<file path="config.mk">
export PLATFORM = sky130hd
export DESIGN_NAME = npu_ahb_to_sram
export DESIGN_NICKNAME = d
export VERILOG_FILES = /design/src/rtl/npu_ahb_to_sram.sv
export SDC_FILE = /design/constraint.sdc
export NUM_CORES = 1
export LEC_CHECK = 0
export BUFFER_PORTS_ARGS = -buffer_cell sky130_fd_sc_hd__buf_2
export CELL_PAD_IN_SITES_DETAIL_PLACEMENT = 1
export CELL_PAD_IN_SITES_GLOBAL_PLACEMENT = 2
export CORE_UTILIZATION = 31
export DETAILED_ROUTE_END_ITERATION = 6
export PLACE_DENSITY = 0.89
export SETUP_SLACK_MARGIN = 0.3
export SLEW_MARGIN = 0
export SYNTH_ARGS = -nofsm -noshare
export SYNTH_HDL_FRONTEND = slang
export SYNTH_SLANG_ARGS = --single-unit
export TNS_END_PERCENT = 30
</file>
<file path="constraint.sdc">
create_clock -name HCLK -period 3.18 [get_ports HCLK]
set_input_delay 0.477 -clock HCLK [delete_from_list [all_inputs] [get_ports HCLK]]
set_output_delay 0.477 -clock HCLK [all_outputs]
set_load 0.1 [all_outputs]
</file>
<file path="src/rtl/npu_ahb_to_sram.sv">
// npu_ahb_to_sram: AHB-Lite slave (HCLK/HRESETn, H* bus inputs; HREADYOUT/HRESP/HRDATA outputs) driving a registered-read SRAM (SRAM* port) through a one-entry write buffer
module npu_ahb_to_sram #(
  parameter int AW = 16
) (
  input  logic          HCLK,
  input  logic          HRESETn,
  input  logic          HSEL,
  input  logic          HREADY,
  input  logic [1:0]    HTRANS,
  input  logic [2:0]    HSIZE,
  input  logic          HWRITE,
  input  logic [AW-1:0] HADDR,
  input  logic [31:0]   HWDATA,
  output logic          HREADYOUT,
  output logic          HRESP,
  output logic [31:0]   HRDATA,
  input  logic [31:0]   SRAMRDATA,
  output logic [AW-3:0] SRAMADDR,
  output logic [3:0]    SRAMWEN,
  output logic [31:0]   SRAMWDATA,
  output logic          SRAMCS
);
  logic acc, rd_acc, wr_acc, dp_wr, dp_rd, buf_pend;
  logic [AW-3:0] ap_addr, rd_addr, buf_addr;
  logic [3:0] ap_be, buf_be, be, hit;
  logic [31:0] buf_data;
  assign acc = HSEL & HREADY & (HTRANS >= 2'b10);
  assign rd_acc = acc & ~HWRITE;
  assign wr_acc = acc & HWRITE;
  assign be = HSIZE == 3'd0 ? 4'b0001 << HADDR[1:0] : HSIZE == 3'd1 ? (HADDR[1] ? 4'b1100 : 4'b0011) : 4'b1111;
  assign HREADYOUT = ~(buf_pend & dp_wr & HSEL & (HTRANS >= 2'b10) & ~HWRITE);
  assign HRESP = 1'b0;
  assign SRAMCS = rd_acc | buf_pend;
  assign SRAMWEN = (rd_acc | ~buf_pend) ? 4'b0000 : buf_be;
  assign SRAMADDR = rd_acc ? HADDR[AW-1:2] : buf_addr;
  assign SRAMWDATA = buf_data;
  assign hit = (buf_pend && buf_addr == rd_addr) ? buf_be : 4'b0000;
  always_comb begin
    HRDATA = '0;
    for (int i = 0; i < 4; i++)
      HRDATA[8*i+:8] = dp_rd ? (hit[i] ? buf_data[8*i+:8] : SRAMRDATA[8*i+:8]) : 8'h00;
  end
  always_ff @(posedge HCLK or negedge HRESETn) begin
    if (!HRESETn) begin
      dp_wr <= 1'b0;
      dp_rd <= 1'b0;
      buf_pend <= 1'b0;
      ap_addr <= '0;
      ap_be <= '0;
      rd_addr <= '0;
      buf_addr <= '0;
      buf_be <= '0;
      buf_data <= '0;
    end else begin
      if (HREADY) begin
        dp_wr <= wr_acc;
        dp_rd <= rd_acc;
      end
      if (wr_acc) begin
        ap_addr <= HADDR[AW-1:2];
        ap_be <= be;
      end
      if (rd_acc) rd_addr <= HADDR[AW-1:2];
      if (dp_wr && HREADYOUT) begin
        buf_addr <= ap_addr;
        buf_be <= ap_be;
        buf_data <= HWDATA;
        buf_pend <= 1'b1;
      end else if (!rd_acc) begin
        buf_pend <= 1'b0;
      end
    end
  end
endmodule

</file>
==> run summary <==
## Run status
* result of the run: finished, final reports clean

## Synth
* register bit total from synthesis: 85
* number of distinct library cells after synthesis: 27
* EDFF count, synth: 0
* yosys synthesis warning count: 0
* Synthesized Nets: 495
* fraction of synthesis flops using an asynchronous set or reset pin: 1.00
* Post-Syn Area: 4240 sq um
* Primary FF master, synth: sky130_fd_sc_hd__dfrtp_1
* proportion of netlist area held by the largest area contributor: 0.502
* gate count of the mapped netlist: 405
* Synth Area per Inst: 10.5 sq um
* cell type with the largest total area after synthesis: sky130_fd_sc_hd__dfrtp_1
* cells taking the most area after synthesis: sky130_fd_sc_hd__dfrtp_1, sky130_fd_sc_hd__mux2_2, sky130_fd_sc_hd__nand2_1
* part of the Yosys area used for sequential elements: 0.502

## Worst setup path
* Critical Path Sink Type: primary output
* largest fanout of any net on the critical path: 8
* worst setup path class: reg -> out
* Worst Reg2Reg Path Length in Cells: 6
* Reg2Reg Setup Slack: 1.04 ns
* CP startpoint kind: flop
* endpoint required time on the critical path: 2.70 ns
* CP arrival: 2.41 ns
* startpoint of the worst-slack reg-to-reg timing path: buf_pend
* worst reg2reg path endpoint: SRAMWDATA[9]

## Worst hold path
* min-delay worst type: in -> async

## Pwr
* worst voltage drop across the vdd grid: 0.000561 V
* leakage component of the power: 2.87 nW
* areal power density over the cells: 852 nW/um^2
* post-layout total power: 5.30 mW

## Final layout
* most common cell after layout, fill and taps aside: sky130_fd_sc_hd__buf_2
* share of final-layout standard cells stronger than drive strength 1: 0.529
* layout overhead on the synthesized area: 46.9%
* nets@finish: 666
* commonest cells after routing, fill and taps aside: sky130_fd_sc_hd__buf_2, sky130_fd_sc_hd__dfrtp_1, sky130_fd_sc_hd__nand2_1, sky130_fd_sc_hd__mux2_2
* Antenna diodes: 0
* Layout Cells excl Fill: 756

## Drt
* Post-DRT Antenna Nets: 0
* drt pass-1 iters: 4
* vias per cell: 5.11
* total wire length: 14.6 mm
* DR DRC count: 0
* count of vias placed by the detailed router: 3,865
* Avg WL per Cell: 19.3 um
* iteration-0 DRC count of the detailed router: 159

## STA
* setup violation total in the final timing report: 0
* Worst-Margin Slew: 1.04 ns
* Max transition margin: 0.303
* Final Critical Period: 2.89 ns
* FMAX: 0.346 GHz
* post-route worst setup slack: 0.293 ns
* Max Clock Skew: 0.00982 ns
* smallest hold slack: 0.258 ns
* post-route fraction of the period consumed by the critical path: 0.908
* number of max-slew violations in the final report: 0
* number of endpoints with negative hold slack in the final report: 0
* unrepaired setup endpoints after global routing: true

## CTS
* level count of the clock H-tree: 3
* clock sinks: 85
* clock input transition at the sequential cells of the worst setup and hold paths: 0.06 ns
* clock latency reported for the late side of the worst-skew pair: 0.34 ns
* CTS Root Cell: sky130_fd_sc_hd__clkbuf_16
* maximum clock insertion buffer count: 2
* clock tree from TritonCTS: yes
* cts bufs inserted: 9
* count of hold-fix buffers inserted at cts: 0

## Global routing
* met3 Use GR: 0.0503
* number of global-route vias before repair: 4,161
* antenna violations before repair: 1
* overflow left after global routing: 0
* layer carrying the most global-route usage: met2
* largest net degree at the start of global routing: 70
* fraction of met2 tracks used by global routing: 0.363
* GR Util met1: 0.245
* GRT Total Usage: 0.206
* global-route wire length before repair: 22.5 mm

## Placement
* final RePlAce weighted congestion: 0.879
* post-placement worst setup slack: 0.499 ns
* Cells after DPL: 733
* estimated wirelength of the detail-placed design: 10.2 mm
* PortBufs: 172

## Run
* max cap viols: 0

## Die
* width of the die: 119 um
* Rows: 42
* Core Region: 13,300 sq um
* die extent in y: 119 um
* starting utilization of the core area: 0.319
* number of primary I/O pins: 175
* floorplan die area: 14,100 sq um

## per-stage QoR
stage	instance area, sq um	utilization	TNS, ns
6_report	6230	0.468	0
5_1_grt	6230	0.468	0
4_1_cts	6070	0.456	0
3_5_place_dp	5710	0.430	0
3_3_place_gp	5710	0.430	0
2_1_floorplan	4270	-	-4.22
## critical path, stage by stage, from the launching register on
cell                      delay, ns
sky130_fd_sc_hd__dfrtp_1       0.41
sky130_fd_sc_hd__xor2_2        0.20
sky130_fd_sc_hd__nor4_4        0.31
sky130_fd_sc_hd__and4_4        0.36
sky130_fd_sc_hd__buf_12        0.15
sky130_fd_sc_hd__nand4_1       0.11
sky130_fd_sc_hd__a21oi_1       0.30
sky130_fd_sc_hd__buf_12        0.22
## cells in the mapped netlist, drive strengths merged, types with 2 or more instances
| cell | instances |
|---|---|
| buf | 17 |
| o21ai | 41 |
| or2 | 2 |
| dfrtp | 85 |
| nand2 | 69 |
| nor2 | 3 |
| nand4 | 39 |
| mux2 | 64 |
| xnor2 | 2 |
| inv | 6 |
| xor2 | 9 |
| nand2b | 4 |
| a21boi | 2 |
| clkbuf | 14 |
| and3 | 5 |
| a21oi | 34 |
| a21o | 2 |
## cells by family after synthesis
logic type / Yosys count / synth area share
AOI/OAI and AO/OA: 81 / 0.101
xor gates and xnor gates: 11 / 0.0227
other: 1 / 0.000885
and+or+nand+nor: 126 / 0.146
DFF: 85 / 0.502
buffers and inverters: 37 / 0.0578
muxes: 64 / 0.170
## report_power, final
group | internal [mW] | switching [mW]
Combinational | 0.575 | 1.98
Clock | 0.648 | 0.431
Sequential | 1.37 | 0.293
Total | 2.60 | 2.71
## timing repair
action	in CTS	in global routing
pin swaps	1	22
cloned	0	3
resized for setup	13	18
endpoints found under the setup margin	32	32
buffers inserted	0	5
## how the worst max path moves through the flow
stage,start,endpoint,slack (ns),cells after the start
final,rd_addr[3],HRDATA[25],0.29,7
after global routing,rd_addr[3],HRDATA[25],0.18,7
after CTS,rd_addr[11],HRDATA[31],0.29,7
after detailed placement,rd_addr[11],HRDATA[9],0.50,7
after global placement,rd_addr[11],HRDATA[9],0.52,7
after floorplan,rd_addr[11],HRDATA[18],-0.19,7
## state kept, by name, indices dropped and copies added (netlist names)
| register | flops |
|---|---|
| buf_addr | 14 |
| SRAMWDATA | 32 |
| rd_addr | 14 |
| dp_rd | 1 |
| buf_pend | 1 |
| buf_be | 4 |
| ap_be | 4 |
| ap_addr | 14 |
| dp_wr | 1 |
## layer usage
| metal | wire [um] | vias to the layer above |
|---|---|---|
| li1 | - | 1774 |
| met1 | 6070 | 1908 |
| met2 | 7230 | 154 |
| met3 | 909 | 27 |
| met4 | 337 | 2 |
| met5 | 13 | - |
## cell type report
| cell class | instances | area [sq um] |
|---|---|---|
| flip-flops and latches | 85 | 2130 |
| repair buffers | 191 | 1550 |
| clock inverters | 3 | 45.0 |
| fillers | 1506 | 7070 |
| inverters | 6 | 22.5 |
| multi-input cells | 283 | 2010 |
| well taps | 176 | 220 |
| clock buffers | 12 | 256 |
Power figures use the tool's default switching activity.
